**src/rtl/kernel2_udiv_pkg.sv**
```systemverilog
// Shared types and constants for the kernel2 sequential unsigned divider.
// Optional early-exit path is enabled by defining KERNEL2_UDIV_EARLY_EXIT_EN.
package kernel2_udiv_pkg;

  localparam int UDIV_DIN0_W = 24;
  localparam int UDIV_DIN1_W = 11;
  localparam int UDIV_DOUT_W = 13;

  typedef enum logic [1:0] {
    UDIV_IDLE = 2'd0,
    UDIV_RUN  = 2'd1,
    UDIV_DONE = 2'd2
  } udiv_state_e;

  // Counter must hold the full dividend width, so one extra code point.
  function automatic int udiv_cnt_w(input int w);
    return $clog2(w + 1);
  endfunction

endpackage

```
**src/rtl/kernel2_udiv_step.sv**
```systemverilog
// One restoring-division step: shift the next dividend bit into the partial
// remainder and subtract the divisor if it fits.
module kernel2_udiv_step #(
  parameter int W = 11
) (
  input  logic [W-1:0] r_in,
  input  logic         q_msb,
  input  logic [W-1:0] divisor,
  output logic [W-1:0] r_out,
  output logic         qbit
);

  logic [W:0] shifted;
  logic [W:0] trial;
  logic [W:0] r_full;
  logic       unused_r_msb;

  assign shifted = {r_in, q_msb};
  assign trial   = shifted - {1'b0, divisor};
  assign qbit    = (shifted >= {1'b0, divisor});
  assign r_full  = qbit ? trial : shifted;
  // r_in < divisor on entry, so the kept remainder always fits in W bits.
  assign r_out        = r_full[W-1:0];
  assign unused_r_msb = r_full[W];

endmodule

```
**src/rtl/kernel2_udiv_seq.sv**
```systemverilog
// Sequential unsigned restoring divider, one quotient bit per clock, driven
// by an ap_start/ap_done handshake. Define KERNEL2_UDIV_EARLY_EXIT_EN to skip
// the iteration when din0 < din1.
module kernel2_udiv_seq
  import kernel2_udiv_pkg::*;
#(
  parameter logic [31:0] ID         = 32'd1,
  parameter int          din0_WIDTH = UDIV_DIN0_W,
  parameter int          din1_WIDTH = UDIV_DIN1_W,
  parameter int          dout_WIDTH = UDIV_DOUT_W
) (
  input  logic                  ap_clk,
  input  logic                  ap_rst_n,
  input  logic                  ap_start,
  input  logic [din0_WIDTH-1:0] din0,
  input  logic [din1_WIDTH-1:0] din1,
  output logic                  ap_idle,
  output logic                  ap_done,
  output logic [dout_WIDTH-1:0] quot,
  output logic [din1_WIDTH-1:0] rem,
  output logic                  ovf,
  output logic                  dbz,
  output logic [1:0]            dbg_state
);

  // Handshake: ap_start is sampled only while ap_idle=1; ap_done is a single
  // cycle pulse during which quot/rem/ovf/dbz are valid, and they hold after.

  localparam int CNT_W = udiv_cnt_w(din0_WIDTH);

  udiv_state_e           state_q, state_d;
  logic [din0_WIDTH-1:0] q_q, q_d, q_next;
  logic [din1_WIDTH-1:0] r_q, r_d;
  logic [din1_WIDTH-1:0] div_q, div_d;
  logic [CNT_W-1:0]      cnt_q, cnt_d;
  logic [dout_WIDTH-1:0] quot_q, quot_d;
  logic [din1_WIDTH-1:0] rem_q, rem_d;
  logic                  ovf_q, ovf_d;
  logic                  dbz_q, dbz_d;
  logic [din1_WIDTH-1:0] step_r;
  logic                  step_qbit;
  logic                  unused_id;

  assign unused_id = ^ID;

  kernel2_udiv_step #(.W(din1_WIDTH)) u_step (
    .r_in    (r_q),
    .q_msb   (q_q[din0_WIDTH-1]),
    .divisor (div_q),
    .r_out   (step_r),
    .qbit    (step_qbit)
  );

  always_comb begin
    state_d = state_q;
    q_d     = q_q;
    r_d     = r_q;
    div_d   = div_q;
    cnt_d   = cnt_q;
    quot_d  = quot_q;
    rem_d   = rem_q;
    ovf_d   = ovf_q;
    dbz_d   = dbz_q;
    q_next  = {q_q[din0_WIDTH-2:0], step_qbit};
    case (state_q)
      UDIV_IDLE: begin
        if (ap_start) begin
          div_d = din1;
          r_d   = '0;
          q_d   = din0;
          cnt_d = CNT_W'(din0_WIDTH);
          if (din1 == '0) begin
            state_d = UDIV_DONE;
            quot_d  = '1;
            rem_d   = din0[din1_WIDTH-1:0];
            ovf_d   = 1'b0;
            dbz_d   = 1'b1;
          end
`ifdef KERNEL2_UDIV_EARLY_EXIT_EN
          else if (din0 < din0_WIDTH'(din1)) begin
            state_d = UDIV_DONE;
            quot_d  = '0;
            rem_d   = din0[din1_WIDTH-1:0];
            ovf_d   = 1'b0;
            dbz_d   = 1'b0;
          end
`endif
          else begin
            state_d = UDIV_RUN;
          end
        end
      end
      UDIV_RUN: begin
        r_d   = step_r;
        q_d   = q_next;
        cnt_d = cnt_q - CNT_W'(1);
        if (cnt_q == CNT_W'(1)) begin
          // Last step: results are latched on the way into DONE.
          state_d = UDIV_DONE;
          rem_d   = step_r;
          dbz_d   = 1'b0;
          if ((q_next >> dout_WIDTH) != '0) begin
            quot_d = '1;
            ovf_d  = 1'b1;
          end else begin
            quot_d = q_next[dout_WIDTH-1:0];
            ovf_d  = 1'b0;
          end
        end
      end
      UDIV_DONE: state_d = UDIV_IDLE;
      default:   state_d = UDIV_IDLE;
    endcase
  end

  always_ff @(posedge ap_clk or negedge ap_rst_n) begin
    if (!ap_rst_n) begin
      state_q <= UDIV_IDLE;
      q_q     <= '0;
      r_q     <= '0;
      div_q   <= '0;
      cnt_q   <= '0;
      quot_q  <= '0;
      rem_q   <= '0;
      ovf_q   <= 1'b0;
      dbz_q   <= 1'b0;
    end else begin
      state_q <= state_d;
      q_q     <= q_d;
      r_q     <= r_d;
      div_q   <= div_d;
      cnt_q   <= cnt_d;
      quot_q  <= quot_d;
      rem_q   <= rem_d;
      ovf_q   <= ovf_d;
      dbz_q   <= dbz_d;
    end
  end

  assign ap_idle   = (state_q == UDIV_IDLE);
  assign ap_done   = (state_q == UDIV_DONE);
  assign quot      = quot_q;
  assign rem       = rem_q;
  assign ovf       = ovf_q;
  assign dbz       = dbz_q;
  assign dbg_state = state_q;

endmodule

```
**config.mk**
```make
export PLATFORM = sky130hd
export DESIGN_NAME = kernel2_udiv_seq
export DESIGN_NICKNAME = d
export VERILOG_FILES = /design/src/rtl/kernel2_udiv_pkg.sv /design/src/rtl/kernel2_udiv_step.sv /design/src/rtl/kernel2_udiv_seq.sv
export SDC_FILE = /design/constraint.sdc
export NUM_CORES = 1
export LEC_CHECK = 0
export CAP_MARGIN = 20
export CORE_MARGIN = 1
export CORE_UTILIZATION = 45
export CTS_CLUSTER_DIAMETER = 80
export DETAILED_ROUTE_END_ITERATION = 6
export PLACE_DENSITY = 0.69
export SLEW_MARGIN = 20
export SYNTH_ARGS = -nofsm -noshare
export SYNTH_HDL_FRONTEND = slang
export SYNTH_HIERARCHICAL = 1
export SYNTH_SLANG_ARGS = --single-unit
```
**constraint.sdc**
```tcl
create_clock -name ap_clk -period 5 [get_ports ap_clk]
set_input_delay 1 -clock ap_clk [delete_from_list [all_inputs] [get_ports ap_clk]]
set_output_delay 1 -clock ap_clk [all_outputs]
set_load 0.05 [all_outputs]
```
## Yosys cells after proc, flatten, opt, wreduce, memory -nomap -nowiden

Cells that the tools add are included.
Widths: inputs -> output; s select.

- Flip-flop bits (word level): 79
- Output and inout port bits: 30
- Word-level logic and storage cells: 55

- Add/subtract/negate cells: 2
- $lt $le $gt $ge: 1
- Eq/ne operators: 6
- Mux-type cells: 29
- Reduce and logical (&&, ||, !) cells: 8

Operators with widths:

| operator | count |
|---|---|
| $mux 11 | 5 |
| $mux 13 | 4 |
| $pmux 24 s2 | 1 |
| $pmux 11 s2 | 2 |
| $pmux 13 s2 | 1 |
| $mux 24 | 1 |
| $reduce_bool 24->1 | 1 |
| $ge 12x11->1 | 1 |
| $logic_not 11->1 | 1 |
| $sub 11x11->11 | 1 |
| $pmux 5 s2 | 1 |
| $mux 1 | 7 |
| $mux 2 | 3 |
| $reduce_and 2->1 | 3 |
| $eq 5x1->1 const B | 1 |
| $mux 5 | 1 |
| $sub 5x1->5 const B | 1 |
| $ne 2x2->1 const B | 2 |
| $pmux 1 s2 | 2 |
| $pmux 2 s2 | 1 |
| $reduce_and 4->1 | 1 |
| $eq 2x1->1 const B | 1 |
| $eq 2x2->1 const B | 1 |
| $logic_not 2->1 | 1 |
| other kinds (2) | 2 |

## Logic depth before layout (Yosys ltp)

- Word-level depth: 4
- Gate-level depth with buffers: 13
- Gate-level depth less buffers: 12

## Modules after synthesis

The synthesis kept the hierarchy.

By module, submodules not included:

| module | instances | cells an instance | area each (um^2) |
|---|---|---|---|
| kernel2_udiv_seq | 1 | 350 | 3,470.8 |
| kernel2_udiv_step | 1 | 110 | 754.5 |

## Least setup slack after synthesis

Ideal clock, no wire load.

- Path kind: register to output
- Start point: register state_q[1] (netlist: dbg_state[1])
- End point: output port ap_done
- Data arrival time: 1.447 ns
- Setup slack: 2.553 ns
- Stages on the path, launching flop included: 2
- Cell sequence: dfrtp_1 > nor2b_1

- Cells in the longest elaborated chain, start to end: 1

RTL lines:

| item | RTL line | RTL |
|---|---|---|
| from (decl) | kernel2_udiv_seq.sv:31 | `udiv_state_e state_q, state_d;` |
| from (signal assigned) | kernel2_udiv_seq.sv:128 | `state_q <= state_d;` |
| $eq 2x2->1 | kernel2_udiv_seq.sv:141 | `assign ap_done = (state_q == UDIV_DONE);` |
| to (decl) | kernel2_udiv_seq.sv:18 | `output logic ap_done,` |

Every way passes these cells.

## Worst setup path in the final report

- Start point: register q_q[23]
- End point: register rem_q[4] (netlist: rem[4])

- Cells in the longest elaborated chain, start to end: 4

RTL lines:

| item | RTL line | RTL |
|---|---|---|
| from (decl) | kernel2_udiv_seq.sv:32 | `logic [din0_WIDTH-1:0] q_q, q_d, q_next;` |
| from (signal assigned) | kernel2_udiv_seq.sv:129 | `q_q <= q_d;` |
| $sub 11x11->11 / $ge 12x11->1 (equally long branches) | kernel2_udiv_step.sv:19, kernel2_udiv_step.sv:20 |  |
| $mux 11 (*) | kernel2_udiv_step.sv:21 | `assign r_full = qbit ? trial : shifted;` |
| named net step_r[4] | kernel2_udiv_seq.sv:40 | `logic [din1_WIDTH-1:0] step_r;` |
| $mux 11 (*) | kernel2_udiv_seq.sv:97 | `if (cnt_q == CNT_W'(1)) begin` |
| $pmux 11 s2 (*) | kernel2_udiv_seq.sv:65 | `case (state_q)` |
| to (signal assigned) | kernel2_udiv_seq.sv:134 | `rem_q <= rem_d;` |
| to (decl) | kernel2_udiv_seq.sv:37 | `logic [din1_WIDTH-1:0] rem_q, rem_d;` |

Mark *: on every way through the listed nets, which the timed path passes. The rest lies on a longest branch. The select of a mux whose other input is x is not followed.
A chain may end at the register's enable or synchronous reset.

==> impl_metrics.tcl <==
set metrics [dict create \
    synthesis.area_um2 4230 \
    seq_area_frac_synth_pct 46.8 \
    switching_share_pct 46.1 \
    synth-edff-count 0 \
    cts.sinks 79 \
    die_h_um 98.9 \
    ir_worst_vdd_mv 0.363 \
    cp_slowest_cell "o2bb2ai_2" \
    antenna_found_initial 0 \
    critPathCaptureType "flop" \
    worstSetupEndpoint "rem[4]" \
    power_switching_uw 1750 \
    grt_util_met3_pct 5.53 \
    finalClockSkew_ps 11.6 \
    status "complete, no violations" \
    drt_iter0_markers 136 \
    setup_viol 0 \
    synth_warnings 6 \
    io_pins 68 \
    die_width_um 98.9 \
    path_clk_slew_ps 90 \
    maxSlewViolCount 0 \
    synthCells 460 \
    dp_hpwl_um 6630 \
    tns_ps 0 \
    core_area_um2 8890 \
    final_nets 574 \
    wire_per_inst_um 14.9 \
    p_leak_uw 0.00244 \
    syn2layout_area_growth_pct 22.1 \
    cap_viol_max_count 0 \
    cts_resized 0 \
    post-route-min-period_ps 2900 \
    n_antenna_cell 0 \
    maxSlewHeadroom_pct 35.0 \
    via_per_inst 5.33 \
    crit_chain "inv_1 -> ha_1 -> fa_1 -> and2b_1 -> o21ai_2 -> a311oi_2 -> o2bb2ai_2 -> o31ai_1 -> nand2_1 -> nand2_1 -> mux2_2" \
    final_cells 635 \
    synthArstFlopShare_pct 100 \
    cts_buffers 9 \
    grt_use_met1_pct 26.1 \
    ctsLongestPathBuffers 2 \
    hold_violations 0 \
    vias 3386 \
    cts_setup_buffers 0 \
    slowest_delay_ps 790 \
    grt_overflow 0 \
    r2r_cells 11 \
    wirelength_um 9430 \
    worstReg2RegStart "q_q[23]" \
    grt_pass1_wl_um 15900 \
    cp.arrival_ps 3150 \
    seqPwrFrac_pct 29.2 \
    r2r_slack_ps 2100 \
    avgSynthCellArea_um2 9.19 \
    worstSkewPairLatency_ps 360 \
    grt-busiest-layer "met2" \
    cpMostUsedCell "nand2_1" \
    post_route_cells_drive_above_1_share_pct 9.68 \
    final_cell_mix "nand2_1, dfrtp_1, clkdlybuf4s50_1" \
    pwr-share-clk_pct 13.5 \
    drc 0 \
    synth-seq-cells 79 \
    dieArea_um2 9780 \
    port_buffers 67 \
    start_util_pct 47.5 \
    worst_slew_pin_slew_ps 969 \
    crit_start "q_q[23]" \
    synthesis.nets 512 \
    num_rows 34 \
    track_usage_pct 21.1 \
    finalCritPeriodShare_pct 58.0 \
    p_per_area_nw_per_um2 737 \
    p_int_uw 2050 \
    worst-setup-path-type "reg2reg" \
    ys.flop_type "dfrtp_1" \
    rsz0062_at_grt "false" \
    finalWeightedCongestion 0.860 \
    reg2reg_to "rem[4]" \
    crit_fanout 21 \
    cts_tree "built" \
    grt_max_degree 80 \
    share_comb_of_total_power_pct 57.3 \
    dp.cells 618 \
    ant_nets 0 \
    grt_use_met2_pct 35.1 \
    fmax_mhz 345 \
    startpoint_type "flop" \
    cts_root_buffer "clkbuf_8" \
    htreeDepth 3 \
    mostFrequentLayoutCell "nand2_1" \
    drt_pass1_iterations 4 \
    grt_pass1_vias 3392 \
    synthDistinctLibCells 52 \
    hold_class "reg2reg" \
    cp.required_ps 5250 \
    cts_hold_buf 0 \
]
[layer usage]
layer | vias up | share of wire, %
li1 | 1682 | -
met1 | 1617 | 45
met2 | 69 | 49
met3 | 18 | 3.8
met4 | 0 | 2.2
met5 | - | 0
[cells in the mapped netlist, types with 6 or more instances]
cell	count	area share, %
inv_1	31	2.8
o21ai_2	8	1.7
buf_2	10	1.2
dfrtp_1	79	47
a21oi_1	6	0.71
nor2_1	34	3.0
nand2_1	137	12
ha_1	13	3.8
mux2i_1	13	3.1
a22oi_1	11	2.0
a22o_1	12	2.5
a31oi_1	15	2.2
nor4_1	6	0.89
mux2_2	7	1.9
[state kept, by name, summed over array words and instances, names as in the netlist]
signal,flops
div_q,11
r_q,11
dbg_state,2
cnt_q,5
q_q,24
dbz,1
quot,13
rem,11
ovf,1
[cell families after synthesis]
| kind of cell | after synthesis | share of synthesized area, % |
|---|---|---|
| adders and majority gates | 14 | 4.32 |
| muxes | 25 | 6.72 |
| DFF | 79 | 46.8 |
| and+or+nand+nor | 203 | 20.4 |
| xor gates and xnor gates | 8 | 1.66 |
| AOI/OAI and AO/OA | 77 | 13.8 |
| buffers and inverters | 54 | 6.37 |
[worst min path at each step]
stage,endpoint,cells after the start,slack (ps),start
after CTS,div_q[9],2,490,div_q[9]
final,div_q[9],2,480,div_q[9]
after global routing,div_q[7],2,510,div_q[7]
after detailed placement,div_q[3],2,470,div_q[3]
after global placement,div_q[7],2,460,div_q[7]
after floorplan,div_q[10],2,450,div_q[10]
[power groups by stage]
stage / clock, uW / sequential [uW] / combinational, uW
after global placement: 0 / 1120 / 2110
after floorplan: 0 / 1230 / 1600
after CTS: 523 / 1110 / 2180
after detailed placement: 0 / 1120 / 2180
final: 513 / 1110 / 2180
after global routing: 552 / 1150 / 2440
[stage by stage]
stage | cell area, um^2 | hold slack [ps] | power, uW | setup slack (ps) | util (%)
CTS | 5140 | 489 | 3820 | 2090 | 57.8
global route | 5160 | 510 | 4140 | 1780 | 58.0
detailed placement | 4930 | 467 | 3300 | 1900 | 55.4
floorplan | 4230 | 446 | 2830 | 2550 | -
global placement | 4930 | 465 | 3230 | 1950 | 55.4
finish | 5160 | 485 | 3800 | 2100 | 58.0
[layout make-up]
class	instances	area [um^2]
clock buffer	10	138
clock inverter	6	75.1
fill	780	3730
inverter	31	116
multi-input combinational	327	1990
sequential	79	1980
tap	108	135
timing repair buffer	74	733
[critical path: cells and delay by family, from the launching register on]
kind / cells / cell delay, ps
flops: 1 / 400
fa+ha+maj: 2 / 390
buf+inv: 1 / 60
simple gates: 3 / 360
mux: 1 / 260
compound gates: 4 / 1300
(Power assumes the default switching activity.)
